==> src/rtl/credit_recv_queue.sv <==
// Receiver side of a credit link: circular buffer with val/rdy dequeue and one credit pulse per freed entry.
// Optional same-cycle send-to-dequeue path enabled by defining CREDIT_RECV_QUEUE_BYPASS_EN.
module credit_recv_queue #(
  parameter int unsigned p_msg_nbits   = 32,
  parameter int unsigned p_num_entries = 4,
  parameter int unsigned p_count_nbits = 3
) (
  input  logic                     clk,
  input  logic                     reset,
  input  logic                     send_val,
  input  logic [p_msg_nbits-1:0]   send_msg,
  output logic                     credit,
  output logic                     deq_val,
  input  logic                     deq_rdy,
  output logic [p_msg_nbits-1:0]   deq_msg,
  output logic [p_count_nbits-1:0] num_free,
  output logic                     overflow
);

  localparam int unsigned PTR_W = $clog2(p_num_entries);
  localparam logic [p_count_nbits-1:0] FULL = p_count_nbits'(p_num_entries);

  logic [p_msg_nbits-1:0]   mem_q [p_num_entries];
  logic [PTR_W-1:0]         enq_ptr_q, enq_ptr_d;
  logic [PTR_W-1:0]         deq_ptr_q, deq_ptr_d;
  logic [p_count_nbits-1:0] count_q, count_d;
  logic                     credit_q, credit_d;
  logic                     overflow_q, overflow_d;

  logic bypass;
  logic bypass_fire;
  logic deq_fire;
  logic pop;
  logic enq_fire;

`ifdef CREDIT_RECV_QUEUE_BYPASS_EN
  assign bypass = send_val && (count_q == '0);
`else
  assign bypass = 1'b0;
`endif

  assign deq_val     = (count_q != '0) || bypass;
  assign deq_msg     = bypass ? send_msg : mem_q[deq_ptr_q];
  assign deq_fire    = deq_val && deq_rdy;
  assign bypass_fire = bypass && deq_rdy;
  // A bypassed message leaves in the same cycle, so it neither occupies a slot nor pops one.
  assign pop         = deq_fire && !bypass_fire;
  assign enq_fire    = send_val && ((count_q < FULL) || deq_fire) && !bypass_fire;
  assign num_free    = FULL - count_q;
  assign credit      = credit_q;
  assign overflow    = overflow_q;

  always_comb begin
    enq_ptr_d  = enq_ptr_q;
    deq_ptr_d  = deq_ptr_q;
    count_d    = count_q;
    credit_d   = deq_fire;
    overflow_d = overflow_q;
    if (enq_fire) enq_ptr_d = enq_ptr_q + PTR_W'(1);
    if (pop)      deq_ptr_d = deq_ptr_q + PTR_W'(1);
    if (enq_fire && !pop)      count_d = count_q + p_count_nbits'(1);
    else if (pop && !enq_fire) count_d = count_q - p_count_nbits'(1);
    if (send_val && (count_q == FULL) && !deq_fire) overflow_d = 1'b1;
  end

  always_ff @(posedge clk) begin
    if (!reset) begin
      enq_ptr_q  <= '0;
      deq_ptr_q  <= '0;
      count_q    <= '0;
      credit_q   <= 1'b0;
      overflow_q <= 1'b0;
    end else begin
      enq_ptr_q  <= enq_ptr_d;
      deq_ptr_q  <= deq_ptr_d;
      count_q    <= count_d;
      credit_q   <= credit_d;
      overflow_q <= overflow_d;
    end
  end

  always_ff @(posedge clk) begin
    if (reset && enq_fire) mem_q[enq_ptr_q] <= send_msg;
  end

endmodule

==> config.mk <==
export PLATFORM = sky130hd
export DESIGN_NAME = credit_recv_queue
export DESIGN_NICKNAME = d
export VERILOG_FILES = /design/src/rtl/credit_recv_queue.sv
export SDC_FILE = /design/constraint.sdc
export NUM_CORES = 1
export LEC_CHECK = 0
export ABC_AREA = 1
export BUFFER_PORTS_ARGS = -buffer_cell sky130_fd_sc_hd__buf_2
export CAP_MARGIN = 20
export CORE_MARGIN = 2
export CORE_UTILIZATION = 57
export CTS_CLUSTER_SIZE = 12
export DETAILED_ROUTE_END_ITERATION = 6
export GPL_TIMING_DRIVEN = 0
export PLACE_DENSITY = 0.77
export SYNTH_ARGS = -nofsm -noshare
export SYNTH_HDL_FRONTEND = slang
export SYNTH_SLANG_ARGS = --single-unit
==> constraint.sdc <==
create_clock -name clk -period 3.8 [get_ports clk]
set_input_delay 0.38 -clock clk [delete_from_list [all_inputs] [get_ports clk]]
set_output_delay 0.38 -clock clk [all_outputs]
set_load 0.01 [all_outputs]
==> metrics.log <==
[metrics] outcome: finished, final reports clean
[metrics] headroom to the max-slew limit: 59.7%
[metrics] number of post-CTS setup repair buffers: 0
[metrics] synthesis-to-layout area growth: 22.2%
[metrics] RSZ-0062 raised after global routing: false
[metrics] ANT nets after route: 0
[metrics] HPWL after detailed placement: 6520 um
[metrics] Static Leak: 2.40 nW
[metrics] total die area: around 10000 um2
[metrics] Hold-fix buffers, CTS: 0
[metrics] Skew-Pair Late Insertion Delay: 0.52 ns
[metrics] Synthesized Nets: 428
[metrics] total CTS buffers: 17
[metrics] number of rows in the core area: 35
[metrics] Core Footprint: 9150 um2
[metrics] via count of the first global-routing pass: 3442
[metrics] number of failing setup endpoints in the final timing report: 0
[metrics] synthesized instance count: 383
[metrics] endpoint arrival time on the critical path: 2.71 ns
[metrics] commonest non-fill, non-tap cells in the layout: edfxtp_1 (128), buf_2 (82), nor2_1 (71), o21ai_1 (47), o22ai_1 (32)
[metrics] CTS sink count: 139
[metrics] Clock Tree Buf Depth: 2
[metrics] Slew Limit Fails: 0
[metrics] post-route DRC violation count: 0
[metrics] number of library cell types mapped by synthesis: 22
[metrics] count of max-cap constraint violations: 0
[metrics] count of inserted antenna diode cells: 0
[metrics] power per unit of standard cell area: just under 700 nW/um2
[metrics] Final Util: between 70% and 80%
[metrics] overall via count from detail_route: approximately 3.4k
[metrics] first-pass GRT wire length: 16700 um
[metrics] synthesized area per cell: 14.0 um2
[metrics] final weighted congestion of routability-driven global placement: between 0.7 and 0.8
[metrics] Slowest-stage cell, CP: nor2_4
[metrics] Synth Register Bits: 139
[metrics] most common cell after layout, fill and taps aside: edfxtp_1
[metrics] net count reported at finish: approximately 520
[metrics] Worst-path clk slew: roughly 0.060 ns
[metrics] antenna violations before repair: 0
[metrics] die span in y: a little over 100 um
[metrics] drt initial violations: 192
[metrics] crit path cell chain: inv_1 > ha_1 > ha_1 > inv_1 > nand2_2 > a21boi_2 > nand2_2 > nor2_4 > buf_16
[metrics] Avg WL per Cell: between 15 and 20 um
[metrics] maximum number of pins on one net before global-route repair: 22
[metrics] Peak Freq: 402 MHz
[metrics] Crit Path Class: reg2reg
[metrics] kind of end point of the critical path: flip-flop
[metrics] pre-CTS setup slack: 1.31 ns
[metrics] cell area after synthesis: between 5000 and 6000 um2
[metrics] proportion of layout cells with a drive suffix above 1: 27.8%
[metrics] Max VDD drop: 0.000404 V
[metrics] critical path startpoint category: flip-flop
[metrics] Starting Density: 58.4%
[metrics] fill cell count: 604
[metrics] boundary pin count: between 70 and 80
[metrics] global-route total usage across every layer: 22.8%
[metrics] Least-Margin Pin Slew: 0.603 ns
[metrics] Seq/Total Area, Yosys: 76.0%
[metrics] average vias per placed instance: 5.57
[metrics] IO buf count: 73
[metrics] class of the tightest hold or removal check: in2reg
[metrics] largest driver fanout on the critical path: 17
[metrics] Clock Root Buffer: clkbuf_8
[metrics] number of buffers and inverters on the critical path: 3
[metrics] slack of the critical path: 1.31 ns
[metrics] top cell family by delay on the critical path: simple AND/OR/NAND/NOR gates
[metrics] CP Data Required Time: 4.02 ns
[metrics] period utilization: about 66%
[metrics] number of iterations in the first detailed-routing pass: 4
[metrics] number of hold violations in the final report: 0
[metrics] grt ovf: 0
[metrics] tightest hold margin: between 0.07 and 0.08 ns
[metrics] longest individual stage delay on the worst path: between 0.5 and 0.6 ns
[metrics] Warnings, synthesis: 0
[metrics] CTS-repair resized insts: 0
[metrics] horizontal die dimension: slightly above 100 um
[metrics] clock tree from TritonCTS: yes
[metrics] WL final: 10600 um
[metrics] worst clock skew: 0.0124 ns
[metrics] Clock H-tree levels: 4
[metrics] time the worst path needs with I/O delays and setup: around 2.5 ns
==> logic make-up after synthesis <==
logic type	count (synthesis)	synth area share (%)
compound gates	110	11.2
fa+ha+maj	9	2.25
xor+xnor	1	0.164
simple gates	86	6.18
flops	139	76.0
buf+inv	38	4.17
==> state kept, by name, indices dropped and copies added (netlist names), named ones only <==
name and flops:
count_q 3, overflow 1, credit 1, deq_ptr_q 2, mem_q 128, enq_ptr_q 2
==> per-layer routing <==
metal / vias up / track usage, % / share of wire (%)
met5: - / 0 / 0
met4: 0 / 11.8 / 0.91
met3: 6 / 5.62 / 6.0
met2: 109 / 37.7 / 53
met1: 1637 / 28.0 / 40
li1: 1608 / - / -
==> report_power, final <==
part | internal, W | total, W | leakage, nW | switching (W)
Combinational | 0.000429 | 0.00114 | 0.889 | 0.000715
Clock | 0.000822 | 0.00148 | 0.259 | 0.000654
Sequential | 0.00181 | 0.00186 | 1.25 | 0.0000507
Total | 0.00306 | 0.00448 | 2.40 | 0.00142
==> final timing paths <==
path | from | end | slack [ns] | depth (start not counted)
min | send_msg[14] | mem_q[0][14] | 0.08 | 1
max | count_q[0] | mem_q[3][19] | 1.31 | 9
min reg2reg | overflow | overflow | 0.48 | 2
max reg2reg | count_q[0] | mem_q[3][19] | 1.31 | 9
==> per-stage QoR <==
stage,cells,cell area [um2],TNS (ns),total power (W)
finish,603,6530,0,0.00448
global route,603,6530,0,0.00471
CTS,603,6530,0,0.00451
detailed placement,571,5990,0,0.00304
global placement,567,5850,-33.15,0.00297
floorplan,383,5340,0,0.00259
==> synthesized netlist by cell type (all sizes together) <==
cell type / number / area share [%]
edfxtp: 128 / 72
nor2: 75 / 5.3
o21ai: 69 / 6.5
o22ai: 32 / 3.7
buf: 19 / 2.7
inv: 18 / 1.4
dfxtp: 11 / 4.1
nand2: 9 / 0.73
ha: 8 / 1.9
a21oi: 7 / 0.66
nand3: 2 / 0.19
a21boi: 1 / 0.21
a31oi: 1 / 0.12
clkbuf: 1 / 0.070
fa: 1 / 0.37
xor2: 1 / 0.16
==> area by class of cell <==
type | instances | area, um2 | area share, %
multi-input cells | 206 | 1090 | 16.7
flip-flops and latches | 139 | 4060 | 62.2
inverters | 18 | 72.6 | 1.11
clock inverters | 15 | 126 | 1.94
well taps | 111 | 139 | 2.13
repair buffers | 77 | 475 | 7.28
clock buffers | 17 | 414 | 6.34
plain buffers | 20 | 150 | 2.30
(Power assumes the default switching activity.)
